## src/rtl/mul_unit_pkg.sv

```systemverilog
// Shared types for the multiply execution pipe: op encoding, tag bundle and
// the per-op operand signedness used when extending to XLEN+1 bits.
package mul_unit_pkg;

    typedef enum logic [1:0] {
        MUL_OP_MUL    = 2'b00,
        MUL_OP_MULH   = 2'b01,
        MUL_OP_MULHSU = 2'b10,
        MUL_OP_MULHU  = 2'b11
    } mul_op_e;

    localparam int MUL_ROB_IDX_W = 6;
    localparam int MUL_RS_IDX_W  = 4;
    localparam int MUL_PREG_W    = 6;

    typedef struct packed {
        logic [MUL_ROB_IDX_W-1:0] rob_idx;
        logic [MUL_RS_IDX_W-1:0]  rs_idx;
        logic [MUL_PREG_W-1:0]    dst_preg;
    } mul_tag_t;

    function automatic logic mul_src1_signed(input mul_op_e op);
        return op != MUL_OP_MULHU;
    endfunction

    function automatic logic mul_src2_signed(input mul_op_e op);
        return (op == MUL_OP_MUL) || (op == MUL_OP_MULH);
    endfunction

endpackage

```

## src/rtl/mul_pipe_stage.sv

```systemverilog
// One pipeline slot: valid bit plus payload, loaded whenever the slot advances.
// Flush wins over advance; payload is never reset.
module mul_pipe_stage #(
    parameter int W = 8
) (
    input  logic         clk,
    input  logic         rst_n,
    input  logic         i_advance,
    input  logic         i_flush,
    input  logic         i_valid,
    input  logic [W-1:0] i_data,
    output logic         o_valid,
    output logic [W-1:0] o_data
);

    logic         r_valid;
    logic [W-1:0] r_data;

    always_ff @(posedge clk or negedge rst_n) begin
        if (!rst_n) begin
            r_valid <= 1'b0;
        end else if (i_flush) begin
            r_valid <= 1'b0;
        end else if (i_advance) begin
            r_valid <= i_valid;
        end
    end

    always_ff @(posedge clk) begin
        if (i_advance) begin
            r_data <= i_data;
        end
    end

    assign o_valid = r_valid;
    assign o_data  = r_data;

endmodule

```

## src/rtl/mul_unit.sv

```systemverilog
// Fully pipelined RV32M/RV64M multiply pipe with per-stage bubble-collapsing
// backpressure, global flush and ROB/RS/preg tags carried alongside the data.
module mul_unit
    import mul_unit_pkg::*;
#(
    parameter int XLEN      = 32,
    parameter int LATENCY   = 3,
    parameter int ROB_IDX_W = 6,
    parameter int RS_IDX_W  = 4,
    parameter int PREG_W    = 6
) (
    input  logic                 clk,
    input  logic                 rst,
    input  logic                 in_valid,
    output logic                 in_ready,
    input  logic [1:0]           in_op,
    input  logic [XLEN-1:0]      in_src1,
    input  logic [XLEN-1:0]      in_src2,
    input  logic [ROB_IDX_W-1:0] in_rob_idx,
    input  logic [RS_IDX_W-1:0]  in_rs_idx,
    input  logic [PREG_W-1:0]    in_dst_preg,
    input  logic                 flush,
    output logic                 out_valid,
    input  logic                 out_ready,
    output logic [XLEN-1:0]      out_val,
    output logic [ROB_IDX_W-1:0] out_rob_idx,
    output logic [RS_IDX_W-1:0]  out_rs_idx,
    output logic [PREG_W-1:0]    out_dst_preg,
    output logic                 busy
);

    localparam int PROD_W = 2 * XLEN;
    localparam int PW     = 2 + ROB_IDX_W + RS_IDX_W + PREG_W + PROD_W;

    // Only the low 2*XLEN bits of the (2*XLEN+2)-bit signed product ever feed
    // a result, so the operands are sign-extended straight to 2*XLEN.
    logic              w_s1_signed;
    logic              w_s2_signed;
    logic [PROD_W-1:0] w_a_ext;
    logic [PROD_W-1:0] w_b_ext;
    logic [PROD_W-1:0] w_prod;
    logic [PW-1:0]     w_in_payload;

    assign w_s1_signed  = mul_src1_signed(mul_op_e'(in_op));
    assign w_s2_signed  = mul_src2_signed(mul_op_e'(in_op));
    assign w_a_ext      = {{XLEN{w_s1_signed & in_src1[XLEN-1]}}, in_src1};
    assign w_b_ext      = {{XLEN{w_s2_signed & in_src2[XLEN-1]}}, in_src2};
    assign w_prod       = w_a_ext * w_b_ext;
    assign w_in_payload = {in_op, in_rob_idx, in_rs_idx, in_dst_preg, w_prod};

    logic [LATENCY-1:0] w_valid;
    logic [LATENCY-1:0] w_adv;
    logic [PW-1:0]      w_data [LATENCY];

    // Advance ripples back from the consumer so a held stage only blocks
    // stages behind it that are themselves full.
    always_comb begin
        w_adv            = '0;
        w_adv[LATENCY-1] = !w_valid[LATENCY-1] || out_ready;
        for (int k = LATENCY - 2; k >= 0; k--) begin
            w_adv[k] = !w_valid[k] || w_adv[k+1];
        end
    end

    for (genvar k = 0; k < LATENCY; k++) begin : g_stage
        logic          w_v_in;
        logic [PW-1:0] w_d_in;
        if (k == 0) begin : g_first
            assign w_v_in = in_valid;
            assign w_d_in = w_in_payload;
        end else begin : g_rest
            assign w_v_in = w_valid[k-1];
            assign w_d_in = w_data[k-1];
        end
        mul_pipe_stage #(.W(PW)) u_stage (
            .clk       (clk),
            .rst_n     (rst),
            .i_advance (w_adv[k]),
            .i_flush   (flush),
            .i_valid   (w_v_in),
            .i_data    (w_d_in),
            .o_valid   (w_valid[k]),
            .o_data    (w_data[k])
        );
    end

    logic [PW-1:0]     w_out;
    logic [PROD_W-1:0] w_out_prod;
    mul_op_e           w_out_op;

    assign w_out      = w_data[LATENCY-1];
    assign w_out_prod = w_out[PROD_W-1:0];
    assign w_out_op   = mul_op_e'(w_out[PW-1 -: 2]);

    assign out_val      = (w_out_op == MUL_OP_MUL) ? w_out_prod[XLEN-1:0]
                                                   : w_out_prod[PROD_W-1:XLEN];
    assign out_dst_preg = w_out[PROD_W +: PREG_W];
    assign out_rs_idx   = w_out[PROD_W + PREG_W +: RS_IDX_W];
    assign out_rob_idx  = w_out[PROD_W + PREG_W + RS_IDX_W +: ROB_IDX_W];
    assign out_valid    = w_valid[LATENCY-1];
    assign in_ready     = w_adv[0];
    assign busy         = |w_valid;

endmodule

```

## config.mk

```make
export PLATFORM = sky130hd
export DESIGN_NAME = mul_unit
export DESIGN_NICKNAME = d
export VERILOG_FILES = /design/src/rtl/mul_unit_pkg.sv /design/src/rtl/mul_pipe_stage.sv /design/src/rtl/mul_unit.sv
export SDC_FILE = /design/constraint.sdc
export NUM_CORES = 2
export LEC_CHECK = 0
export BUFFER_PORTS_ARGS = -buffer_cell sky130_fd_sc_hd__buf_2
export CORE_MARGIN = 1.5
export CORE_UTILIZATION = 60
export CTS_CLUSTER_DIAMETER = 60
export DETAILED_ROUTE_END_ITERATION = 10
export PLACE_DENSITY_LB_ADDON = 0.15
export SLEW_MARGIN = 25
export SYNTH_ARGS = -nofsm -noshare
export SYNTH_HDL_FRONTEND = slang
export SYNTH_HIERARCHICAL = 1
export SYNTH_SLANG_ARGS = --single-unit
```

## constraint.sdc

```tcl
create_clock -name clk -period 3.9 [get_ports clk]
set_clock_uncertainty 0.1 [all_clocks]
set_input_delay 0.39 -clock clk [delete_from_list [all_inputs] [get_ports clk]]
set_output_delay 0.39 -clock clk [all_outputs]
set_load 0.05 [all_outputs]
```

Word level (Yosys, flattened, before mapping) --
Index checks and enable logic that the tools add are counted.
Cells by class: multiply operators 1, reduce and logical (&&, ||, !) cells 13, mux-type cells 7, equal/unequal tests 2, bitwise gates (word level) 2
Operator list (count):
- $mul 33x33->64 | 1
- $mux 32 | 1
- $mux 1 | 6
- $reduce_bool 2->1 | 3
- $logic_not 2->1 | 2
- $logic_or 1x1->1 | 4
- $logic_not 1->1 | 3
- $reduce_or 3->1 | 1
- $and 1x1->1 | 2
- $eq 2x1->1 const B | 1
- $ne 2x2->1 const B | 1
Storage, ports and cells: output and inout bits 51, word-level logic and storage cells 31, register bits 249, input port bits 87

Depth between registers and ports, before layout --
depth in word-level cells 6, mapped depth 29, gate-level depth less buffers 27

Hierarchy --
Netlist, hierarchy kept.
Modules (own cells, without submodules):
- mul_unit | seq. area each 0.0 um2, cells each 4204, area an instance 38264.2 um2, times used 1
- mul_pipe_stage | seq. area each 2487.4 um2, cells each 85, area an instance 2501.1 um2, times used 3

Worst setup path before layout --
No wires, ideal clock.
path type input-to-reg, start point input port in_src1[31], end point register g_stage[0].u_stage.r_data[62], data pin, setup time 258 ps, buffers on the path 2, data required time 3542 ps, stages 27, data arrival time 8117 ps, setup slack -4574 ps, path through a21boi_0 > clkbuf_1 > clkbuf_1 > nand2_1 > fa_1 > fa_1 > inv_1 > fa_1 > inv_1 > fa_1 > inv_1 > fa_1 > fa_1 > fa_1 > inv_1 > fa_1 > inv_1 > ha_1 > a21o_1 > a21o_1 > a21o_1 > a21oi_1 > and2_1 > a31oi_1 > a221o_1 > a21oi_1 > xnor2_1
On the way: word-level cells in the longest chain between the ends 2
RTL lines:
- start: declaration | RTL line mul_unit.sv:17 | input logic [XLEN-1:0] in_src1,
- $and 1x1->1 | RTL line mul_unit.sv:46 | assign w_a_ext = {{XLEN{w_s1_signed & in_src1[XLEN-1]}}, in_src1};
- $mul 33x33->64 (*) | RTL line mul_unit.sv:48 | assign w_prod = w_a_ext * w_b_ext;
- named net w_prod[62] | RTL line mul_unit.sv:41 | logic [PROD_W-1:0] w_prod;
- end signal: assignment | RTL line mul_pipe_stage.sv:31 | r_data <= i_data;
- end: declaration | RTL line mul_pipe_stage.sv:17 | logic [W-1:0] r_data;
Mark *: on every way through the listed nets, which the timed path passes. The rest lies on a longest branch. A chain may end at the register's enable or synchronous reset.

Worst setup path after layout --
Same ends and word-level chain as after synthesis.

==> flow_summary.toml <==
[outcome]
status = "finished with violations"
failed_checks = "negative setup slack"

[floorplan]
initial_core_util_pct = 60.5
die_w_um = 279
dieArea_um2 = 77900
chipHeight_um = 279
io_pins = 138
rows = 101
core-area_um2 = 75700

[cts]
clock_latency_ns = 0.49
path_clk_slew_ns = 0.06
numClockSinks = 249
numCtsBuffers = 22
cts_root_buf = "clkbuf_16"
cts_max_level = 1
cts_tree = "yes"
cts_buffer_depth = 3

[sta]
worst_hold_slack_ns = 0.0430
period_needed_ns = 7.20
final_hold_viol_count = 0
fin_crit_sh_pct = 185
tns_ns = -149.42
setup_viol_count_final = 57
fmax_ghz = 0.139
worstMarginPinSlew_ns = 0.719
rsz0062_at_grt = "true"
slew_viol_final = 0
slew_headroom_pct = 52.1
fin_ws_ns = -3.30

[drt]
drtPass1Iterations = 6
drt-wirelength-per-cell_um = 20.5
vias = 32800
drtIter0Drc = 2440
drc = 0
ant_nets = 0
drt-total-wl_mm = 124
avgViaCountPerCell = 5.44

[synth]
post_synth_mux_area_share_pct = 0.853
synthArstFlopShare_pct = 1.20
synthFlopType = "edfxtp_1"
synth_top_family_by_area = "adder cells"
syn_area_per_cell_um2 = 10.3
synth_cell_types = 60
yosysSeqAreaShare_pct = 16.3
synthTopCellsByArea = "fa_1, edfxtp_1, inv_1"
synth_compound_area_share_pct = 2.96
syn_area_um2 = 45800
synth_xor_area_share_pct = 1.47
synth_nets = 5883
yosysTopAreaCellShare_pct = 49.2
ys.warnings.count = 6
synth_edf_count = 246
synth_top_cell_by_area = "fa_1"
synthSimpleGateAreaFrac_pct = 12.4
ys_seq_elements = 249
syn_inst = 4459
synth_fa_ha_area_share_pct = 55.0

[worst_hold_path]
hold_end = "g_stage[0].u_stage/o_data[81]"
worstHoldStart = "in_op[1]"
holdPathStages = 1
hp-class = "in -> reg"

[place]
dp_slack_ns = -4.11
dp_hpwl_mm = 101
post-place-cells = 5865
gp_congestion = 0.955
port_buffers = 137

[global_routing]
top_usage_layer = "met2"
grt_use_met2_pct = 54.0
grt_max_degree = 84
grtUsageMet1_pct = 45.1
grt_pass1_vias = 36100
met3_usage_pct = 5.98
grt_overflow = 0
antenna_found_initial = 0
grt_pass1_wl_mm = 196
track_usage_pct = 32.6

[setup_path]
worstSetupPathType = "in -> reg"
cp_max_fo = 11
crit_path_start = "in_src1[31]"
required_ns = 4.02
reg2reg_from = "g_stage[2].u_stage/o_valid"
worstRegToRegCells = 2
reg2reg_to = "g_stage[1].u_stage/o_data[70]"
cp.arrival_ns = 7.32
ff2ff_setup_slack_ns = 2.07
slowest_stage = "fa_2"
cp-end-kind = "register"
cp-start-kind = "primary input"
max_stage_delay_ns = 0.64
crit_path_frequent_cell = "fa_1"

[final_layout]
areaGrowthSynthToFinish_pct = 23.2
drive_gt1_share_pct = 25.4
layout_common_cells = "fa_1, inv_1, nand2_1"
final_common_cell = "fa_1"
fin_cells = 6021
nets = 6450

[run]
maxCapViolations = 0
[registers in the layout, indices dropped and copies added (netlist names)]
name,cells
g_stage.u_stage/o_data,246
g_stage.u_stage/o_valid,3
[per-layer routing]
layer / wire length [µm] / vias up / part of all wire, %
met1: 49200 / 17000 / 40
met2: 59500 / 1456 / 48
met5: 0 / - / 0
met4: 3850 / 0 / 3.1
met3: 11100 / 265 / 9.0
li1: - / 14100 / -
[Yosys cell counts (all sizes together), types with 4 or more instances]
master	count
o21bai	13
nor2b	4
o31ai	7
nand3	18
a21oi	55
mux2	32
and4	8
edfxtp	246
o211ai	7
or2	9
and3	8
ha	212
nor2	52
nand4	7
xor2	20
a31oi	9
o21a	6
nand2	730
clkbuf	220
and2	361
xnor2	57
fa	1125
a21o	34
nand2b	5
o21ai	30
a211oi	11
inv	1121
nor3	12
[critical path: cells and delay by family]
kind                       cells  cell delay, ns
xor gates and xnor gates       1            0.09
adders and majority gates      9            4.46
buffers and inverters          9            0.78
and+or+nand+nor                2            0.33
AOI/OAI and AO/OA              7            1.26
[cell type report]
cell class / count / area, µm²
multi-input cells: 2866 / 35600
fillers: 5084 / 19300
flip-flops and latches: 249 / 7460
repair buffers: 766 / 7130
inverters: 1121 / 4220
well taps: 978 / 1220
clock buffers: 27 / 591
clock inverters: 13 / 115
diodes: 1 / 2.50
[cell families (layout without fill, tap and decap cells)]
logic type,count (synthesis),count (layout)
buffers and inverters,1344,1927
AND/OR/NAND/NOR,1219,1219
other,0,1
XOR/XNOR,77,77
multiplexers,35,35
AO/OA/AOI/OAI,198,198
flip-flops,249,249
adder cells (fa/ha/maj),1337,1337
[through the flow]
step	utilization [%]	cell area [µm²]
after floorplan	-	47200
after global placement	68.7	52000
after detailed placement	68.7	52000
after CTS	73.0	55200
after global routing	74.5	56400
final	74.5	56400
[repair_timing]
item                                    in CTS  in global routing
buffers inserted                            65                 46
endpoints found under the setup margin      58                 58
gates cloned                                 6                  3
hold endpoints to repair                    22                  0
hold buffers                                18                  0
pin swaps                                  184                164
resized for setup                          437                196
[worst max-delay path by stage]
| stage | end | slack [ns] | cells after the start |
|---|---|---|---|
| after global placement | g_stage[0].u_stage/o_data[62] | -4.03 | 26 |
| after floorplan | g_stage[0].u_stage/o_data[62] | -3.69 | 27 |
| after detailed placement | g_stage[0].u_stage/o_data[62] | -4.11 | 26 |
| after CTS | g_stage[0].u_stage/o_data[62] | -3.23 | 28 |
| after global routing | g_stage[0].u_stage/o_data[62] | -3.49 | 28 |
| final | g_stage[0].u_stage/o_data[62] | -3.30 | 28 |
Power is left out: the tool's default activity adds up to more than one toggle a clock period on the data nets, which glitch-free logic cannot reach.
